[config.mk]
export PLATFORM = sky130hd
export DESIGN_NAME = mod_sub_serial
export DESIGN_NICKNAME = d
export VERILOG_FILES = /design/src/rtl/ecc_pkg.sv /design/src/rtl/limb_addsub.sv /design/src/rtl/mod_sub_serial.sv
export SDC_FILE = /design/constraint.sdc
export NUM_CORES = 2
export LEC_CHECK = 0
export BUFFER_PORTS_ARGS = -buffer_cell sky130_fd_sc_hd__buf_2
export CAP_MARGIN = 10
export CORE_MARGIN = 2
export CORE_UTILIZATION = 45
export CTS_BUF_LIST = sky130_fd_sc_hd__clkbuf_2
export DETAILED_ROUTE_END_ITERATION = 8
export PLACE_DENSITY = 0.67
export SYNTH_ARGS = -nofsm -noshare
export SYNTH_HDL_FRONTEND = slang
export SYNTH_SLANG_ARGS = --single-unit
[constraint.sdc]
create_clock -name clk -period 50.5 [get_ports clk]
set_input_delay 2.525 -clock clk [delete_from_list [all_inputs] [get_ports clk]]
set_output_delay 2.525 -clock clk [all_outputs]
set_load 0.1 [all_outputs]
[src/rtl/ecc_pkg.sv]
// ecc_pkg: secp256k1 field constants and the controller state encoding shared by the field units.
package ecc_pkg;
    localparam int FIELD_W = 256;
    localparam logic [FIELD_W-1:0] P_CONST =
        256'hFFFFFFFFFFFFFFFFFFFFFFFFFFFFFFFFFFFFFFFFFFFFFFFFFFFFFFFEFFFFFC2F;
    typedef enum logic [1:0] {IDLE, SUB, FIX, DONE} ecc_state_t;
endpackage

[src/rtl/limb_addsub.sv]
// limb_addsub: one W-bit adder/subtractor; o_cout is the carry (add) or borrow (sub) out.
module limb_addsub #(
    parameter int W = 32
) (
    input  logic [W-1:0] i_a,
    input  logic [W-1:0] i_b,
    input  logic         i_sub,
    input  logic         i_cin,
    output logic [W-1:0] o_y,
    output logic         o_cout
);
    logic [W:0] w_a, w_b, w_c;
    assign w_a = {1'b0, i_a};
    assign w_b = {1'b0, i_b};
    assign w_c = (W+1)'(i_cin);
    assign {o_cout, o_y} = i_sub ? w_a - w_b - w_c : w_a + w_b + w_c;
endmodule

[src/rtl/mod_sub_serial.sv]
// mod_sub_serial: limb-serial R = (A - B) mod p; subtract pass, then an add-p pass only on final borrow.
module mod_sub_serial
    import ecc_pkg::*;
#(
    parameter int                 LIMB_W  = 32,
    parameter logic [FIELD_W-1:0] P_CONST = ecc_pkg::P_CONST
) (
    input  logic               clk,
    input  logic               rst,
    input  logic               start,
    input  logic [FIELD_W-1:0] A,
    input  logic [FIELD_W-1:0] B,
    output logic               busy,
    output logic               done,
    output logic [FIELD_W-1:0] R
);
    localparam int N_LIMBS = FIELD_W / LIMB_W;
    localparam int IDX_W   = N_LIMBS > 1 ? $clog2(N_LIMBS) : 1;

    ecc_state_t         r_state, w_next;
    logic [FIELD_W-1:0] r_a, r_b, r_r;
    logic [IDX_W-1:0]   r_idx;
    logic               r_cb;
    logic [LIMB_W-1:0]  w_op_a, w_op_b, w_y;
    logic               w_cout, w_last, w_fix;

    assign w_fix  = r_state == FIX;
    assign w_last = r_idx == IDX_W'(N_LIMBS - 1);
    // FIX reuses the same limb unit on the partial result and the prime
    assign w_op_a = w_fix ? r_r[r_idx*LIMB_W +: LIMB_W] : r_a[r_idx*LIMB_W +: LIMB_W];
    assign w_op_b = w_fix ? P_CONST[r_idx*LIMB_W +: LIMB_W] : r_b[r_idx*LIMB_W +: LIMB_W];

    limb_addsub #(.W(LIMB_W)) u_limb (
        .i_a   (w_op_a),
        .i_b   (w_op_b),
        .i_sub (!w_fix),
        .i_cin (r_cb),
        .o_y   (w_y),
        .o_cout(w_cout)
    );

    always_comb begin
        w_next = r_state;
        case (r_state)
            IDLE:    w_next = start ? SUB : IDLE;
            SUB:     w_next = w_last ? (w_cout ? FIX : DONE) : SUB;
            FIX:     w_next = w_last ? DONE : FIX;
            default: w_next = IDLE;
        endcase
    end

    always_ff @(posedge clk or posedge rst) begin
        if (rst) begin
            r_state <= IDLE;
            r_a     <= '0;
            r_b     <= '0;
            r_r     <= '0;
            r_idx   <= '0;
            r_cb    <= 1'b0;
        end else begin
            r_state <= w_next;
            if (r_state == IDLE && start) begin
                r_a   <= A;
                r_b   <= B;
                r_idx <= '0;
                r_cb  <= 1'b0;
            end else if (r_state == SUB || w_fix) begin
                r_r[r_idx*LIMB_W +: LIMB_W] <= w_y;
                r_idx <= w_last ? '0 : r_idx + 1'b1;
                r_cb  <= w_last ? 1'b0 : w_cout;
            end
        end
    end

    assign busy = r_state == SUB || w_fix;
    assign done = r_state == DONE;
    assign R    = r_r;
endmodule

==> out/qor.yml <==
synth:
  async_flop_share: 1.00
  ys.flop_type: "dfrtp_1"
  synth_top_area_frac: 0.497
  synthCells: 4093
  syn-num-nets: 4711
  ys_types: 77
  syn_area_sq_mm: 0.0390
  yosysTopAreaCell: "dfrtp_1"
  yosys_warnings: 0
  synth_area_leaders: "dfrtp_1 50%, nand2_1 18%, mux4_2 12%"
  ys_seq_elements: 774
  avgSynthCellArea_sq_um: 9.52
  synth_seq_area_share: 0.497
  synth_edf_count: 0
route:
  drc: 0
  viasPerCell: 5.48
  vias: 33700
  wirelength_um: 141000
  drtPass1Iterations: 7
  ant_nets: 0
  routedWlPerCell_um: 22.9
  drt_iter0_drc: 3127
critical_path:
  crit_family: "compound AO/OA/AOI/OAI gates"
  cp.arrival_ps: 7970
  startpoint_type: "register"
  path_class: "register to register"
  required_ps: 51810
  reg2reg_depth: 16
  crit_chain: "inv_1 > ha_4 > buf_4 > mux4_2 > mux4_2 > ha_1 > ha_1 > o211ai_1 > o21ai_2 > o21ai_1 > o31a_1 > a311oi_2 > a2bb2oi_1 > xnor2_1 > mux2i_1 > o21ai_0"
  path_buf_inv: 2
  slowest_stage: "ha_4"
  cp-end-kind: "register"
  worstPathMaxFanout: 52
  critical_path.max_stage_delay_ps: 700
  crit_cells: 16
grt:
  grt_start_max_net_pins: 214
  grt.overflow.total: 0
  track_usage: 0.313
  grt_pass1_vias: 33100
  grt_pass1_wl_um: 209000
  antenna_found_initial: 22
place:
  gp_congestion: 0.962
  portBuffers: 772
  hpwlAfterDp_um: 103000
timing:
  hold_violations: 0
  finalCritPeriodShare: 0.132
  worst_slew_pin_slew_ps: 1130
  period_minus_slack_ps: 6660
  slew_headroom: 0.243
  rsz0062_at_grt: "no"
  drv_slew: 0
  skew_ps: 130
  fin_tns_setup_ps: 0
  fmax_ghz: 0.150
  finalSetupViolCount: 0
clock_tree:
  cts_sinks: 774
  cts_htree_levels: 4
  post_cts_buffers: 0
  clockBufferDepth: 3
  cts_root_buf: "clkbuf_2"
  cts_buffers: 202
  clk_pin_slew_ps: 90
  cts.hold.buffers_added: 0
  cts_tree: "done"
  insertion_delay_ps: 1540
  ctsResizeCount: 0
cells_and_area:
  nets: 5469
  syn2layout_area_growth_pct: 16.7
  layout-drive-gt1-share: 0.285
die:
  die_area_sq_mm: 0.0890
  start_util: 0.456
  rows: 107
  ios: 773
  core_area_sq_mm: 0.0855
  die_w_um: 298
  die_y_um: 298
job:
  cap_violations: 0
min_path:
  holdPathStages: 2
  hold_path.class: "register to register"
outcome:
  status: "finished, final reports clean"
path summary, 6_finish.rpt:
path                                      start              endpoint  slack (ps)
setup / recovery           r_state[0]$_DFF_PP0_     R[62]$_DFFE_PP0P_       43840
min in group asynchronous                   rst   r_b[70]$_DFFE_PP0P_        1180
setup reg to reg           r_state[0]$_DFF_PP0_     R[62]$_DFFE_PP0P_       43840
hold reg to reg            r_b[243]$_DFFE_PP0P_  r_b[243]$_DFFE_PP0P_         470
max in group asynchronous                   rst  r_a[116]$_DFFE_PP0P_       46730
hold / removal             r_b[243]$_DFFE_PP0P_  r_b[243]$_DFFE_PP0P_         470
layout make-up:
cell class	count	area (sq um)
Clock inverter	40	290
Tap cell	1144	1430
Inverter	93	359
Multi-Input combinational cell	2972	18300
Fill cell	8066	40100
Clock buffer	299	1500
Timing Repair Buffer	808	4190
Sequential cell	774	19400
Antenna cell	8	20.0
placed cells by master (no fill, tap or decap), types with 13 or more instances in the layout:
cell      netlist  final
nand2_1      1866   1860
buf_2           5    772
dfrtp_1       774    771
clkbuf_2        0    299
o21ai_0       222    222
mux4_2        216    216
ha_1           99     98
inv_1          91     89
a21oi_1        79     79
nor2_1         66     66
mux2_2         45     45
nand3_1        41     41
o31ai_1        37     37
xnor2_1        31     31
a21o_1         31     31
buf_4           1     31
clkinv_1        2     24
nor3_1         23     23
nand4_1        18     18
xor2_1         18     18
mux2i_1        13     13
a211oi_1       13     13
metrics by stage:
step / cell area [sq um] / hold slack, ps / worst slack [ps] / instances / utilization
floorplan: 39000 / 438 / 26250 / 4093 / -
detailed placement: 43700 / 457 / 43940 / 5790 / 0.510
CTS: 45400 / 480 / 43920 / 6129 / 0.531
global route: 45500 / 494 / 43450 / 6134 / 0.531
finish: 45500 / 473 / 43840 / 6138 / 0.532
global placement: 43700 / 453 / 44070 / 5790 / 0.510
worst reg2reg max path, stage by stage (launching register included):
cell	delay (ps)
dfrtp_1	420
inv_1	130
ha_4	700
buf_4	640
mux4_2	590
mux4_2	610
ha_1	420
ha_1	400
o211ai_1	130
o21ai_2	190
o21ai_1	180
o31a_1	400
a311oi_2	600
a2bb2oi_1	170
xnor2_1	160
mux2i_1	560
o21ai_0	230
state kept, by name, summed over array words and instances, names as in the netlist:
register,cells
r_idx,3
r_a,256
r_b,256
r_state,2
r_cb,1
R,256
routing by layer:
| metal | GRT usage | wire, um | share of wire | vias to the layer above |
|---|---|---|---|---|
| met5 | 0 | 145 | 0.0010 | - |
| met4 | 0.118 | 4780 | 0.034 | 24 |
| met3 | 0.0871 | 13000 | 0.093 | 288 |
| met2 | 0.481 | 64500 | 0.46 | 1634 |
| met1 | 0.425 | 58200 | 0.41 | 16500 |
| li1 | - | - | - | 15300 |
kinds of logic (layout without fill, tap and decap cells):
family	count (synthesis)	count (layout)	share of synthesized area
buffers and inverters	347	1240	0.0341
muxes	276	276	0.142
DFF	774	774	0.497
adders and majority gates	103	103	0.0338
AOI/OAI and AO/OA	481	481	0.0760
other	0	8	0
and+or+nand+nor	2063	2063	0.206
xor gates and xnor gates	49	49	0.0110
Yosys cell counts (4+ instances only):
cell / number
a21oi_1: 79
o22ai_1: 4
nand2b_1: 4
nor3_1: 23
inv_1: 91
nand2_1: 1866
o21ai_1: 12
nor4_1: 4
a221oi_1: 4
a22o_1: 5
mux2_2: 45
o21ai_0: 222
mux2i_1: 13
or3_1: 5
clkbuf_1: 206
a21o_1: 31
xnor2_1: 31
nand4_1: 18
fa_1: 4
a211oi_1: 13
xor2_1: 18
buf_1: 40
and3_1: 10
o211ai_1: 6
a31oi_1: 8
nor2b_1: 6
nor3b_1: 4
o31a_1: 4
o21bai_1: 9
o31ai_1: 37
and2_1: 6
buf_2: 5
nand3_1: 41
dfrtp_1: 774
nor2_1: 66
mux4_2: 216
ha_1: 99
o21a_1: 6
Power is left out: the tool's default activity adds up to more than one toggle a clock period on the data nets, which glitch-free logic cannot reach.
